File: config.mk
export PLATFORM = sky130hd
export DESIGN_NAME = buffer_write
export DESIGN_NICKNAME = d
export VERILOG_FILES = /design/src/rtl/buffer_write.sv
export SDC_FILE = /design/constraint.sdc
export NUM_CORES = 1
export LEC_CHECK = 0
export BUFFER_PORTS_ARGS = -buffer_cell sky130_fd_sc_hd__buf_4
export CAP_MARGIN = 25
export CORE_AREA = 2 2 108 110
export DETAILED_ROUTE_END_ITERATION = 8
export DIE_AREA = 0 0 110 112
export HOLD_SLACK_MARGIN = 0.12
export MAX_ROUTING_LAYER = met4
export PLACE_DENSITY_LB_ADDON = 0.15
export SLEW_MARGIN = 20
export SYNTH_ARGS = -nofsm -noshare
export SYNTH_HDL_FRONTEND = slang
export SYNTH_SLANG_ARGS = --single-unit
File: constraint.sdc
create_clock -name clk -period 2.8 [get_ports clk]
set_input_delay 0.7 -clock clk [delete_from_list [all_inputs] [get_ports clk]]
set_output_delay 0.7 -clock clk [all_outputs]
set_load 0.01 [all_outputs]
File: src/rtl/buffer_write.sv
// Serial frame receiver that demultiplexes 2-bit payloads into four
// six-entry shift buffers with independent pop ports.
module buffer_write #(
  parameter int STOP_CHECK = 1
) (
  input  logic        clk,
  input  logic        rst,
  input  logic        bit_in,
  input  logic [3:0]  pop,
  output logic [17:0] buffer1_o,
  output logic [17:0] buffer2_o,
  output logic [17:0] buffer3_o,
  output logic [17:0] buffer4_o,
  output logic        busy,
  output logic        wr_done,
  output logic        drop,
  output logic        ferr
);

  typedef enum logic [2:0] {
    S_IDLE,
    S_ID1,
    S_ID0,
    S_D1,
    S_D0,
    S_STOP
  } state_t;

  state_t      r_state;
  state_t      w_state_nx;
  logic        w_busy;

  logic [1:0]  r_id;
  logic [1:0]  r_d;

  logic [17:0] r_buf    [4];
  logic [2:0]  r_occ    [4];
  logic [17:0] w_buf_nx [4];
  logic [2:0]  w_occ_nx [4];
  logic [3:0]  w_pop;
  logic [3:0]  w_push;
  logic [3:0]  w_wr;
  logic [3:0]  w_drop;

  logic        w_stop_edge;
  logic        w_stop_bad;
  logic        w_frame_ok;
  logic        w_ferr;

  // stop bit of 1 is a framing error only when checking is enabled
  assign w_stop_edge = (r_state == S_STOP);
  assign w_stop_bad  = (STOP_CHECK != 0) && bit_in;
  assign w_frame_ok  = w_stop_edge && !w_stop_bad;
  assign w_ferr      = w_stop_edge && w_stop_bad;

  // FSM state register
  always_ff @(posedge clk) begin
    if (rst) r_state <= S_IDLE;
    else     r_state <= w_state_nx;
  end

  // FSM next state: only IDLE waits, every other state advances
  always_comb begin
    w_state_nx = S_IDLE;
    unique case (r_state)
      S_IDLE:  w_state_nx = bit_in ? S_ID1 : S_IDLE;
      S_ID1:   w_state_nx = S_ID0;
      S_ID0:   w_state_nx = S_D1;
      S_D1:    w_state_nx = S_D0;
      S_D0:    w_state_nx = S_STOP;
      S_STOP:  w_state_nx = S_IDLE;
      default: w_state_nx = S_IDLE;
    endcase
  end

  // FSM outputs
  always_comb begin
    w_busy = (r_state != S_IDLE);
  end

  assign busy = w_busy;

  // capture id and data bits as they stream in
  always_ff @(posedge clk) begin
    if (rst) begin
      r_id <= 2'b00;
      r_d  <= 2'b00;
    end else begin
      case (r_state)
        S_ID1:   r_id[1] <= bit_in;
        S_ID0:   r_id[0] <= bit_in;
        S_D1:    r_d[1]  <= bit_in;
        S_D0:    r_d[0]  <= bit_in;
        default: ;
      endcase
    end
  end

  // per-buffer update: pop shift first, then push into first free slot
  always_comb begin
    for (int k = 0; k < 4; k++) begin
      w_buf_nx[k] = r_buf[k];
      w_occ_nx[k] = r_occ[k];
      w_pop[k]    = pop[k] && (r_occ[k] != 3'd0);
      w_push[k]   = w_frame_ok && (r_id == 2'(k));
      w_wr[k]     = 1'b0;
      w_drop[k]   = 1'b0;
      if (w_pop[k]) begin
        w_buf_nx[k] = {3'b000, r_buf[k][17:3]};
        w_occ_nx[k] = r_occ[k] - 3'd1;
      end
      if (w_push[k]) begin
        if (w_occ_nx[k] == 3'd6) begin
          w_drop[k] = 1'b1;
        end else begin
          w_wr[k] = 1'b1;
          for (int s = 0; s < 6; s++) begin
            if (w_occ_nx[k] == 3'(s))
              w_buf_nx[k][3*s +: 3] = {r_d, 1'b1};
          end
          w_occ_nx[k] = w_occ_nx[k] + 3'd1;
        end
      end
    end
  end

  // buffer contents and occupancy
  always_ff @(posedge clk) begin
    if (rst) begin
      for (int k = 0; k < 4; k++) begin
        r_buf[k] <= '0;
        r_occ[k] <= '0;
      end
    end else begin
      for (int k = 0; k < 4; k++) begin
        r_buf[k] <= w_buf_nx[k];
        r_occ[k] <= w_occ_nx[k];
      end
    end
  end

  // one-cycle status pulses; only one buffer is targeted per frame
  always_ff @(posedge clk) begin
    if (rst) begin
      wr_done <= 1'b0;
      drop    <= 1'b0;
      ferr    <= 1'b0;
    end else begin
      wr_done <= |w_wr;
      drop    <= |w_drop;
      ferr    <= w_ferr;
    end
  end

  assign buffer1_o = r_buf[0];
  assign buffer2_o = r_buf[1];
  assign buffer3_o = r_buf[2];
  assign buffer4_o = r_buf[3];

endmodule

# Yosys cells after proc, flatten, opt, wreduce, memory -nomap -nowiden
# Memories as Yosys holds them, arrays and structs flattened.
# Cells that the tools add are included.
# W data, S select, Z words.
[word_totals]
register_bits = 10
ram_bits = 84
input_bits = 7
output_inout_bits = 76
word_cells = 159
memories = 2
[op_classes]
n_addsub = 8
n_eq_ne = 32
muxes = 77
n_bitwise = 8
reduce_logical = 24
[mem_list]
columns = ["memory", "words", "word_bits", "read_ports", "rd_clocked_by_memory_dff", "write_ports", "line_no", "text"]
rows = [
  ["r_buf", 4, 18, 4, 0, 4, "36", "logic [17:0] r_buf [4];"],
  ["r_occ", 4, 3, 4, 0, 4, "37", "logic [2:0] r_occ [4];"],
]
[ops]
columns = ["operator", "count"]
rows = [
  ["$mux W18", 16],
  ["$mux W3", 40],
  ["$eq A3 B3 Y1 const B", 14],
  ["$eq A3 B2 Y1 const B", 10],
  ["$mux W1", 20],
  ["$eq A3 B1 Y1 const B", 5],
  ["$logic_not A3 Y1", 5],
  ["$pmux W3 S5", 1],
  ["$reduce_bool A3 Y1", 5],
  ["$add A3 B1 Y3 const B", 4],
  ["$sub A3 B1 Y3 const B", 4],
  ["$logic_and A1 B1 Y1", 10],
  ["$or A1 B1 Y1", 8],
  ["$reduce_or A4 Y1", 2],
  ["$eq A2 B2 Y1 const B", 2],
  ["$eq A2 B1 Y1 const B", 1],
  ["$logic_not A2 Y1", 1],
  ["$logic_not A1 Y1", 1],
]

# Logic depth before layout (Yosys ltp)
# Gate-level depths: netlist of the first run.
[logic_depth]
word_depth = 8
ltp_mapped = 11
mapped_depth_nobuf = 10

# Least setup slack after synthesis of the first run
# OpenSTA, ideal clock, no wires.
[synth_path]
path_kind = "input -> register"
startpoint = "in pop[0]"
endpoint = "mem r_occ[0][2]"
setup_time_ps = 65
arrival_time_ps = 2033
t_required_ps = 2735
path_slack_ps = 702
path_stages = 9
path_buffers = 1
cell_sequence = "buf_2 inv_1 nor2_1 nor2_1 nand2_1 o21ai_0 ha_1 o22a_1 nor2_1"
[synth_lines]
columns = ["element", "line_no", "text"]
rows = [
  ["start: declaration", "9", "input logic [3:0] pop,"],
  ["end: declaration", "37", ""],
]

==> flow_metrics.py, run 1 <==
metrics = {
    "critical_path": {
        "cp_data_arrival_time_ps": 2690,
        "cpPeakStageDelay_ps": 370,
        "reg2regPathDepth": 10,
        "rr_startpoint": "r_occ[2][0]",
        "timing.rr.end": "r_buf[2][10]",
        "worst_ep_required_time_ps": 3070,
        "path_class": "flip-flop to flip-flop",
        "slowest_stage": "dfxtp_1",
        "cp-startpoint": "r_occ[2][0]",
        "path_cells": "inv_1 -> ha_1 -> nor2b_1 -> o21ai_0 -> nand2_1 -> nor2_1 -> ha_1 -> inv_1 -> a211oi_2 -> mux2i_1",
        "r2r_slack_ps": 390,
        "end_kind": "flip-flop",
        "cp_max_fo": 5,
        "cp-start-kind": "flip-flop",
    },
    "drt": {
        "ant_nets": 0,
        "viasPerCell": 5.72,
        "drc_errors": 0,
        "via_count": 4657,
        "dr.pass1.iters": 8,
        "wirelength_um": 13200,
        "wire_per_inst_um": 16.2,
        "drtIter0Drc": 337,
    },
    "placement": {
        "io_buffer_count": 82,
        "gp_congestion": 0.919,
        "dp_slack_ps": 456,
        "dp.cells": 798,
        "hpwl_um": 9290,
    },
    "global_routing": {
        "grt_pass1_wl_um": 21500,
        "grt_pass1_vias": 4314,
        "gr-total-overflow": 0,
        "track_usage_pct": 22.6,
        "grt_start_max_net_pins": 45,
        "antenna_found_initial": 0,
    },
    "synth": {
        "postSynthCellCount": 600,
        "synthArstFlopShare_pct": 0,
        "synth.avg_cell_area_sq_um": 8.15,
        "ys.flop_type": "dfxtp_1",
        "ys_ff_latch": 94,
        "ys_seq_area_share_pct": 38.5,
        "syn_area_sq_mm": 0.00489,
        "synth.distinct_cells": 54,
        "syn_nets": 619,
        "ys_warn_count": 0,
        "synth-edff-count": 0,
    },
    "clock_network": {
        "cts.path.max_buffers": 2,
        "cts_setup_buffers": 0,
        "clkSinkCount": 94,
        "cts_tree": "yes",
        "h-tree-depth": 3,
        "numCtsBuffers": 9,
        "root_buffer": "clkbuf_16",
        "path_clk_slew_ps": 70,
        "cts_hold_buf": 0,
        "clock_latency_ps": 350,
        "ctsResizeCount": 0,
    },
    "timing": {
        "slew_viol_final": 0,
        "finalClockSkew_ps": 6.34,
        "max_slew_margin_pct": 55.2,
        "final.setup.tns_ps": 0,
        "hold_viol_final": 0,
        "worstMarginPinSlew_ps": 670,
        "grt_setup_unrepaired": "no",
        "fmax_mhz": 414,
        "fin_crit_sh_pct": 86.2,
        "setup_violations": 0,
        "setup_ws_ps": 385,
        "period_minus_slack_ps": 2410,
    },
    "cells_and_area": {
        "antenna_cells": 0,
        "fin_cells": 814,
        "syn_to_final_growth_pct": 21.8,
        "fin_util_pct": 53.3,
        "fin_nets": 685,
        "drive_gt1_share_pct": 19.2,
    },
    "power_and_ir_drop": {
        "powerDensity_mw_per_mm2": 792,
        "total_power_mw": 4.72,
        "p_leak_nw": 2.29,
        "peakVddDrop_v": 0.000372,
    },
    "floorplanning": {
        "die_width_um": 110,
        "std_cell_rows": 39,
        "die_y_um": 112,
        "boundaryPins": 83,
        "start_util_pct": 43.8,
        "dieArea_sq_mm": 0.0123,
        "core_area_sq_mm": 0.0112,
    },
    "run_status": {
        "outcome": "completed",
    },
    "flow_run": {
        "maxCapViolations": 0,
    },
    "worst_hold_path": {
        "holdPathStages": 2,
        "hold_start": "r_buf[2][15]",
        "hold_class": "flip-flop to flip-flop",
        "min_to": "r_buf[2][15]",
    },
}
final cells by class:
| cell class | instances | area (sq um) |
|---|---|---|
| inverter | 14 | 52.6 |
| clock buffer | 9 | 225 |
| multi-input combinational | 457 | 2810 |
| timing repair buffer | 90 | 688 |
| tap | 143 | 179 |
| sequential | 94 | 1880 |
| fill | 1034 | 5220 |
| clock inverter | 7 | 121 |
how the worst max path moves through the flow:
stage	slack [ps]	endpoint
2_1_floorplan	700	r_occ[0][2]
3_3_place_gp	550	r_buf[3][17]
3_5_place_dp	460	r_buf[2][10]
4_1_cts	430	r_buf[2][10]
5_1_grt	180	r_buf[2][10]
6_report	390	r_buf[2][10]
routing by layer:
layer / wire [um] / track usage [%] / share of wire [%] / vias to the layer above
met2: 6110 / 32.9 / 46 / 144
met5: 0 / - / 0 / -
met4: 313 / 9.70 / 2.4 / 0
met1: 6190 / 30.6 / 47 / 2197
li1: - / - / - / 2295
met3: 601 / 3.98 / 4.5 / 21
synth_stat cells (3+ instances only):
| cell type | instances | area share (%) |
|---|---|---|
| a211oi_1 | 8 | 1.2 |
| nand3b_1 | 4 | 0.61 |
| o21ai_0 | 8 | 0.82 |
| nand4_1 | 6 | 0.77 |
| mux2i_1 | 28 | 5.7 |
| and4bb_2 | 4 | 1.0 |
| inv_1 | 13 | 1.0 |
| a311oi_1 | 24 | 4.3 |
| xnor2_1 | 5 | 0.90 |
| nor4bb_1 | 3 | 0.61 |
| buf_2 | 10 | 1.0 |
| nand3_1 | 12 | 1.2 |
| o211ai_1 | 14 | 2.1 |
| a211oi_2 | 5 | 1.3 |
| nand2_1 | 115 | 8.8 |
| nor2b_1 | 5 | 0.64 |
| and2_1 | 8 | 1.0 |
| a31oi_1 | 18 | 2.3 |
| a21oi_1 | 9 | 0.92 |
| ha_1 | 12 | 3.1 |
| mux2_2 | 4 | 0.92 |
| a2111o_1 | 6 | 1.4 |
| or3_1 | 13 | 1.7 |
| nand2b_1 | 8 | 1.0 |
| nor2_1 | 84 | 6.4 |
| nor4_1 | 6 | 0.77 |
| o22a_1 | 3 | 0.54 |
| nor3_1 | 8 | 0.82 |
| a21o_1 | 5 | 0.77 |
| dfxtp_1 | 94 | 38 |
| o22ai_1 | 3 | 0.38 |
| and3_1 | 5 | 0.64 |
| clkbuf_1 | 22 | 1.7 |
kinds of logic after synthesis:
kind of cell             share of synthesized area (%)
flip-flops                                        38.5
AND/OR/NAND/NOR                                   28.0
AO/OA/AOI/OAI                                     18.8
XOR/XNOR                                         0.895
adder cells (fa/ha/maj)                           3.07
buffers and inverters                             4.09
multiplexers                                      6.65
where the power goes:
| part | switching [mW] | internal, mW | total, mW | leakage, nW |
|---|---|---|---|---|
| registers | 0.141 | 1.47 | 1.61 | 0.759 |
| logic | 1.09 | 0.589 | 1.67 | 1.36 |
| clock network | 0.551 | 0.878 | 1.43 | 0.170 |
registers in the layout, summed over array words and instances (netlist names):
name / flops
wr_done: 1
r_state: 3
r_d: 2
r_id: 2
ferr: 1
r_buf: 72
drop: 1
r_occ: 12
worst max-delay path: cells and delay by family, from the launching register on:
kind / cells / cell delay (ps)
fa+ha+maj: 2 / 450
flops: 1 / 370
mux: 1 / 230
buf+inv: 2 / 180
compound gates: 2 / 600
simple gates: 3 / 500
placed cells by master (no fill, tap or decap), drive strengths merged, types with 6 or more instances in the layout:
cell type and count:
nor2 86, a211oi 13, nor4 6, nand3 12, a311oi 24, nand4 6
a21oi 10, or3 13, nand2b 9, a2111o 6, dfxtp 94, buf 90
nand2 115, ha 12, mux2i 28, a31oi 18, clkbuf 9, o211ai 14
o21ai 8, nor3 8, and2 8, inv 15
metrics by stage:
stage	cell area [sq um]	hold WS [ps]
after floorplan	4890	493
after global placement	5610	472
after detailed placement	5610	470
after CTS	5960	481
after global routing	5960	501
final	5960	476
(Power assumes the default switching activity.)
==> run 2: changes to the inputs <==
==> constraint.sdc (replaced) <==
create_clock -name clk -period 2.45 [get_ports clk]
set_input_delay 0.6125 -clock clk [delete_from_list [all_inputs] [get_ports clk]]
set_output_delay 0.6125 -clock clk [all_outputs]
set_load 0.01 [all_outputs]
==> flow_metrics.py, run 2 (synthesized netlist as in run 1, its figures left out) <==
metrics = {
    "run_status": {
        "outcome": "completed",
    },
    "cells_and_area": {
        "final_cell_mix": "nand2_1, buf_4, dfxtp_1",
        "syn_to_final_growth_pct": 23.5,
        "antenna_cells": 0,
        "fin_nets": 698,
        "top_regs": "r_buf (72), r_occ (12), r_state (3)",
        "layout_commonest_cell": "nand2_1",
        "drive_gt1_share_pct": 21.2,
        "n_fill_cell": 1048,
        "largest_register_ffs": 72,
        "largest-register": "r_buf",
        "fin_util_pct": 54.1,
    },
    "drt": {
        "wl_met2_um": 6160,
        "dr.pass1.iters": 4,
        "ant_nets": 0,
        "wire_per_inst_um": 15.9,
        "drtIter0Drc": 264,
        "via_count": 4639,
        "drc_errors": 0,
        "highest_layer": "met4",
        "wirelength_um": 13100,
        "met1_length_um": 6170,
        "viasPerCell": 5.61,
        "met3_length_um": 580,
    },
    "timing": {
        "fin_crit_sh_pct": 93.2,
        "hold_viol_final": 0,
        "period_minus_slack_ps": 2280,
        "max_slew_margin_pct": 45.3,
        "fin_hold_ws_ps": 483,
        "slew_viol_final": 0,
        "grt_setup_unrepaired": "yes",
        "finalClockSkew_ps": 6.58,
        "worstMarginPinSlew_ps": 820,
        "setup_ws_ps": 167,
        "fmax_mhz": 438,
        "setup_violations": 0,
        "final.setup.tns_ps": 0,
    },
    "floorplanning": {
        "boundaryPins": 83,
        "die_y_um": 112,
        "dieArea_sq_mm": 0.0123,
        "start_util_pct": 43.8,
        "core_area_sq_mm": 0.0112,
        "std_cell_rows": 39,
        "die_width_um": 110,
    },
    "placement": {
        "hpwl_um": 9280,
        "dp_slack_ps": 118,
        "gp_congestion": 0.893,
        "io_buffer_count": 82,
    },
    "global_routing": {
        "grt_start_max_net_pins": 55,
        "grt_pass1_wl_um": 21300,
        "gr-total-overflow": 0,
        "grt_pass1_vias": 4282,
        "antenna_found_initial": 0,
        "track_usage_pct": 22.3,
    },
    "power_and_ir_drop": {
        "total_power_mw": 5.38,
        "peakVddDrop_v": 0.000393,
        "powerDensity_mw_per_mm2": 890,
        "p_leak_nw": 2.34,
    },
    "flow_run": {
        "maxCapViolations": 0,
    },
    "critical_path": {
        "cp_max_fo": 7,
        "end_kind": "flip-flop",
        "cp-start-kind": "flip-flop",
        "r2r_slack_ps": 170,
        "cp_data_arrival_time_ps": 2560,
        "worst_ep_required_time_ps": 2720,
        "path_class": "flip-flop to flip-flop",
    },
    "clock_network": {
        "path_clk_slew_ps": 70,
        "cts_tree": "yes",
        "h-tree-depth": 3,
        "clock_latency_ps": 350,
        "clkSinkCount": 94,
        "cts_hold_buf": 0,
        "numCtsBuffers": 9,
        "cts.path.max_buffers": 2,
        "root_buffer": "clkbuf_16",
    },
    "worst_hold_path": {
        "hold_class": "flip-flop to flip-flop",
    },
}
-- run 2: metrics by stage --
| step | cell area (sq um) | std cells |
|---|---|---|
| 3_3_place_gp | 5680 | 809 |
| 3_5_place_dp | 5680 | 809 |
| 5_1_grt | 6040 | 827 |
| 6_report | 6040 | 827 |
| 4_1_cts | 6010 | 825 |
| 2_1_floorplan | 4890 | 600 |
-- run 2: path summary, 6_finish.rpt --
path                start            to  cells past startpoint
max reg2reg   r_occ[2][0]  r_buf[2][11]                     10
max           r_occ[2][0]  r_buf[2][11]                     10
min          r_buf[2][15]  r_buf[2][15]                      2
min reg2reg  r_buf[2][15]  r_buf[2][15]                      2
-- run 2: where the power goes --
group          internal [mW]  switching [mW]  total, mW
sequential              1.68           0.154       1.84
clock                  0.919           0.610       1.53
combinational          0.741            1.27       2.01
-- run 2: final cells by class --
class / count / area (sq um) / share of cell area, %
inverters: 14 / 52.6 / 0.870
clock inverters: 6 / 85.1 / 1.41
multi-input cells: 457 / 2830 / 46.8
well taps: 143 / 179 / 2.96
flip-flops and latches: 94 / 1880 / 31.2
repair buffers: 103 / 773 / 12.8
clock buffers: 10 / 239 / 3.96
-- run 2: worst max-delay path, cell delays in order (launching register included) --
cell	delay, ps
dfxtp_1	340
inv_1	190
ha_1	310
nor2b_1	290
nor2_4	90
xnor2_2	190
nor2_1	120
ha_1	140
inv_1	40
a211oi_2	270
mux2i_1	210
-- run 2: repair_timing --
action                     in CTS  in global routing
setup buffers                   0                  2
resized for setup               0                  5
setup endpoints to repair       0                  7
-- run 2: per-layer routing --
metal | track usage [%] | vias up
li1 | - | 2317
met1 | 29.3 | 2197
met2 | 34.6 | 111
met3 | 3.34 | 14
met4 | 7.93 | 0
met5 | - | -
==> run 3: changes to the inputs <==
==> constraint.sdc (replaced) <==
create_clock -name clk -period 2.9 [get_ports clk]
set_input_delay 0.725 -clock clk [delete_from_list [all_inputs] [get_ports clk]]
set_output_delay 0.725 -clock clk [all_outputs]
set_load 0.01 [all_outputs]
==> flow_metrics.py, run 3 (synthesized netlist as in run 1, its figures left out) <==
metrics = {
    "global_routing": {
        "antenna_found_initial": 0,
        "grt_start_max_net_pins": 61,
        "gr-total-overflow": 0,
        "grt_pass1_vias": 4241,
        "grt_pass1_wl_um": 21500,
        "track_usage_pct": 22.8,
    },
    "drt": {
        "wirelength_um": 13100,
        "met3_length_um": 601,
        "viasPerCell": 5.65,
        "drc_errors": 0,
        "dr.pass1.iters": 5,
        "wire_per_inst_um": 16.1,
        "highest_layer": "met4",
        "ant_nets": 0,
        "met1_length_um": 6250,
        "via_count": 4579,
        "wl_met2_um": 6040,
        "drtIter0Drc": 253,
    },
    "placement": {
        "gp_congestion": 0.901,
        "hpwl_um": 9410,
        "dp_slack_ps": 549,
        "placed_area_sq_mm": 0.00559,
        "io_buffer_count": 82,
    },
    "cells_and_area": {
        "fin_area_sq_mm": 0.00585,
        "largest_register_ffs": 72,
        "multiInputGateArea_sq_mm": 0.00281,
        "fin_util_pct": 52.3,
        "top_regs": "r_buf (72), r_occ (12), r_state (3)",
        "drive_gt1_share_pct": 18.6,
        "antenna_cells": 0,
        "largest-register": "r_buf",
        "fin_nets": 684,
        "final_cell_mix": "nand2_1, dfxtp_1, buf_4",
        "layout_commonest_cell": "nand2_1",
        "n_fill_cell": 1074,
        "seq_area_sq_mm": 0.00188,
        "syn_to_final_growth_pct": 19.5,
    },
    "floorplanning": {
        "die_width_um": 110,
        "boundaryPins": 83,
        "dieArea_sq_mm": 0.0123,
        "core_area_sq_mm": 0.0112,
        "std_cell_rows": 39,
        "start_util_pct": 43.8,
        "die_y_um": 112,
    },
    "timing": {
        "fmax_mhz": 424,
        "hold_viol_final": 0,
        "setup_ws_ps": 544,
        "setup_violations": 0,
        "fin_crit_sh_pct": 81.2,
        "finalClockSkew_ps": 4.51,
        "period_minus_slack_ps": 2360,
        "slew_viol_final": 0,
        "worstMarginPinSlew_ps": 647,
        "max_slew_margin_pct": 56.7,
        "final.setup.tns_ps": 0,
        "grt_setup_unrepaired": "no",
    },
    "critical_path": {
        "cp_data_arrival_time_ps": 2630,
        "slowest_stage": "dfxtp_1",
        "path_cells": "inv_1 -> ha_1 -> nor2b_1 -> nor2_4 -> xnor2_1 -> nor2_1 -> ha_1 -> inv_1 -> a211oi_2 -> mux2i_1",
        "cp_max_fo": 12,
        "cp_top_family": "simple AND/OR/NAND/NOR gates",
        "cp-start-kind": "flip-flop",
        "cpPeakStageDelay_ps": 370,
        "end_kind": "flip-flop",
        "worst_ep_required_time_ps": 3170,
        "path_class": "flip-flop to flip-flop",
        "path_buf_inv": 2,
    },
    "power_and_ir_drop": {
        "internal-power_mw": 2.58,
        "seqPwrFrac_pct": 37.0,
        "p_clk_share_pct": 25.1,
        "powerDensity_mw_per_mm2": 722,
        "power_switching_mw": 1.64,
        "peakVddDrop_v": 0.000334,
        "p_leak_nw": 2.24,
        "p_comb_share_pct": 37.9,
        "swShare_pct": 38.9,
    },
    "run_status": {
        "outcome": "completed",
    },
    "worst_hold_path": {
        "hold_class": "flip-flop to flip-flop",
    },
    "clock_network": {
        "clkSinkCount": 94,
        "cts_setup_buffers": 0,
        "clock_latency_ps": 350,
        "h-tree-depth": 3,
        "ctsResizeCount": 0,
        "numCtsBuffers": 9,
        "cts_tree": "yes",
        "root_buffer": "clkbuf_16",
        "path_clk_slew_ps": 60,
        "cts_hold_buf": 0,
        "cts.path.max_buffers": 2,
    },
    "flow_run": {
        "maxCapViolations": 0,
    },
}
## run 3: changes by cell type in the layout (fill, tap and decap cells not counted), sizes merged
cell and change:
buf -14, bufinv -2, clkbuf +2, clkinvlp -2
## run 3: stage by stage
step	hold slack [ps]	power, mW	std cells
after floorplan	493	2.75	600
after CTS	481	4.25	811
after detailed placement	472	3.17	797
after global routing	503	4.53	811
final	479	4.22	811
after global placement	473	3.13	797
## run 3: layout make-up
type	instances	area share, %
multi-input combinational	457	48.1
sequential	94	32.2
timing repair buffer	89	11.4
clock buffer	12	4.21
clock inverter	2	0.171
inverter	14	0.899
tap	143	3.06
## run 3: worst register-to-register path, delay by kind of cell, from the launching register on
family / cells / cell delay, ps
mux: 1 / 220
simple gates: 3 / 600
fa+ha+maj: 2 / 460
buf+inv: 2 / 170
compound gates: 1 / 260
xor+xnor: 1 / 210
flops: 1 / 370
## run 3: path summary, 6_finish.rpt
check                             startpoint            to  slack (ps)  cells past startpoint
worst min register to register  r_buf[2][15]  r_buf[2][15]         480                      2
worst max register to register   r_occ[2][0]  r_buf[2][11]         540                     10
worst max-delay path             r_occ[2][0]  r_buf[2][11]         540                     10
worst min-delay path            r_buf[2][15]  r_buf[2][15]         480                      2
## run 3: per-layer routing
| metal | vias to the layer above | track usage, % |
|---|---|---|
| met5 | - | - |
| met4 | 0 | 8.86 |
| met3 | 13 | 3.22 |
| met2 | 116 | 33.3 |
| met1 | 2169 | 31.8 |
| li1 | 2281 | - |
## run 3: power by group through the flow
stage	Sequential [mW]	Clock (mW)	Combinational, mW
floorplan	1.55	0	1.20
global placement	1.59	0	1.54
detailed placement	1.59	0	1.58
CTS	1.56	1.09	1.59
global route	1.58	1.16	1.79
finish	1.56	1.06	1.60
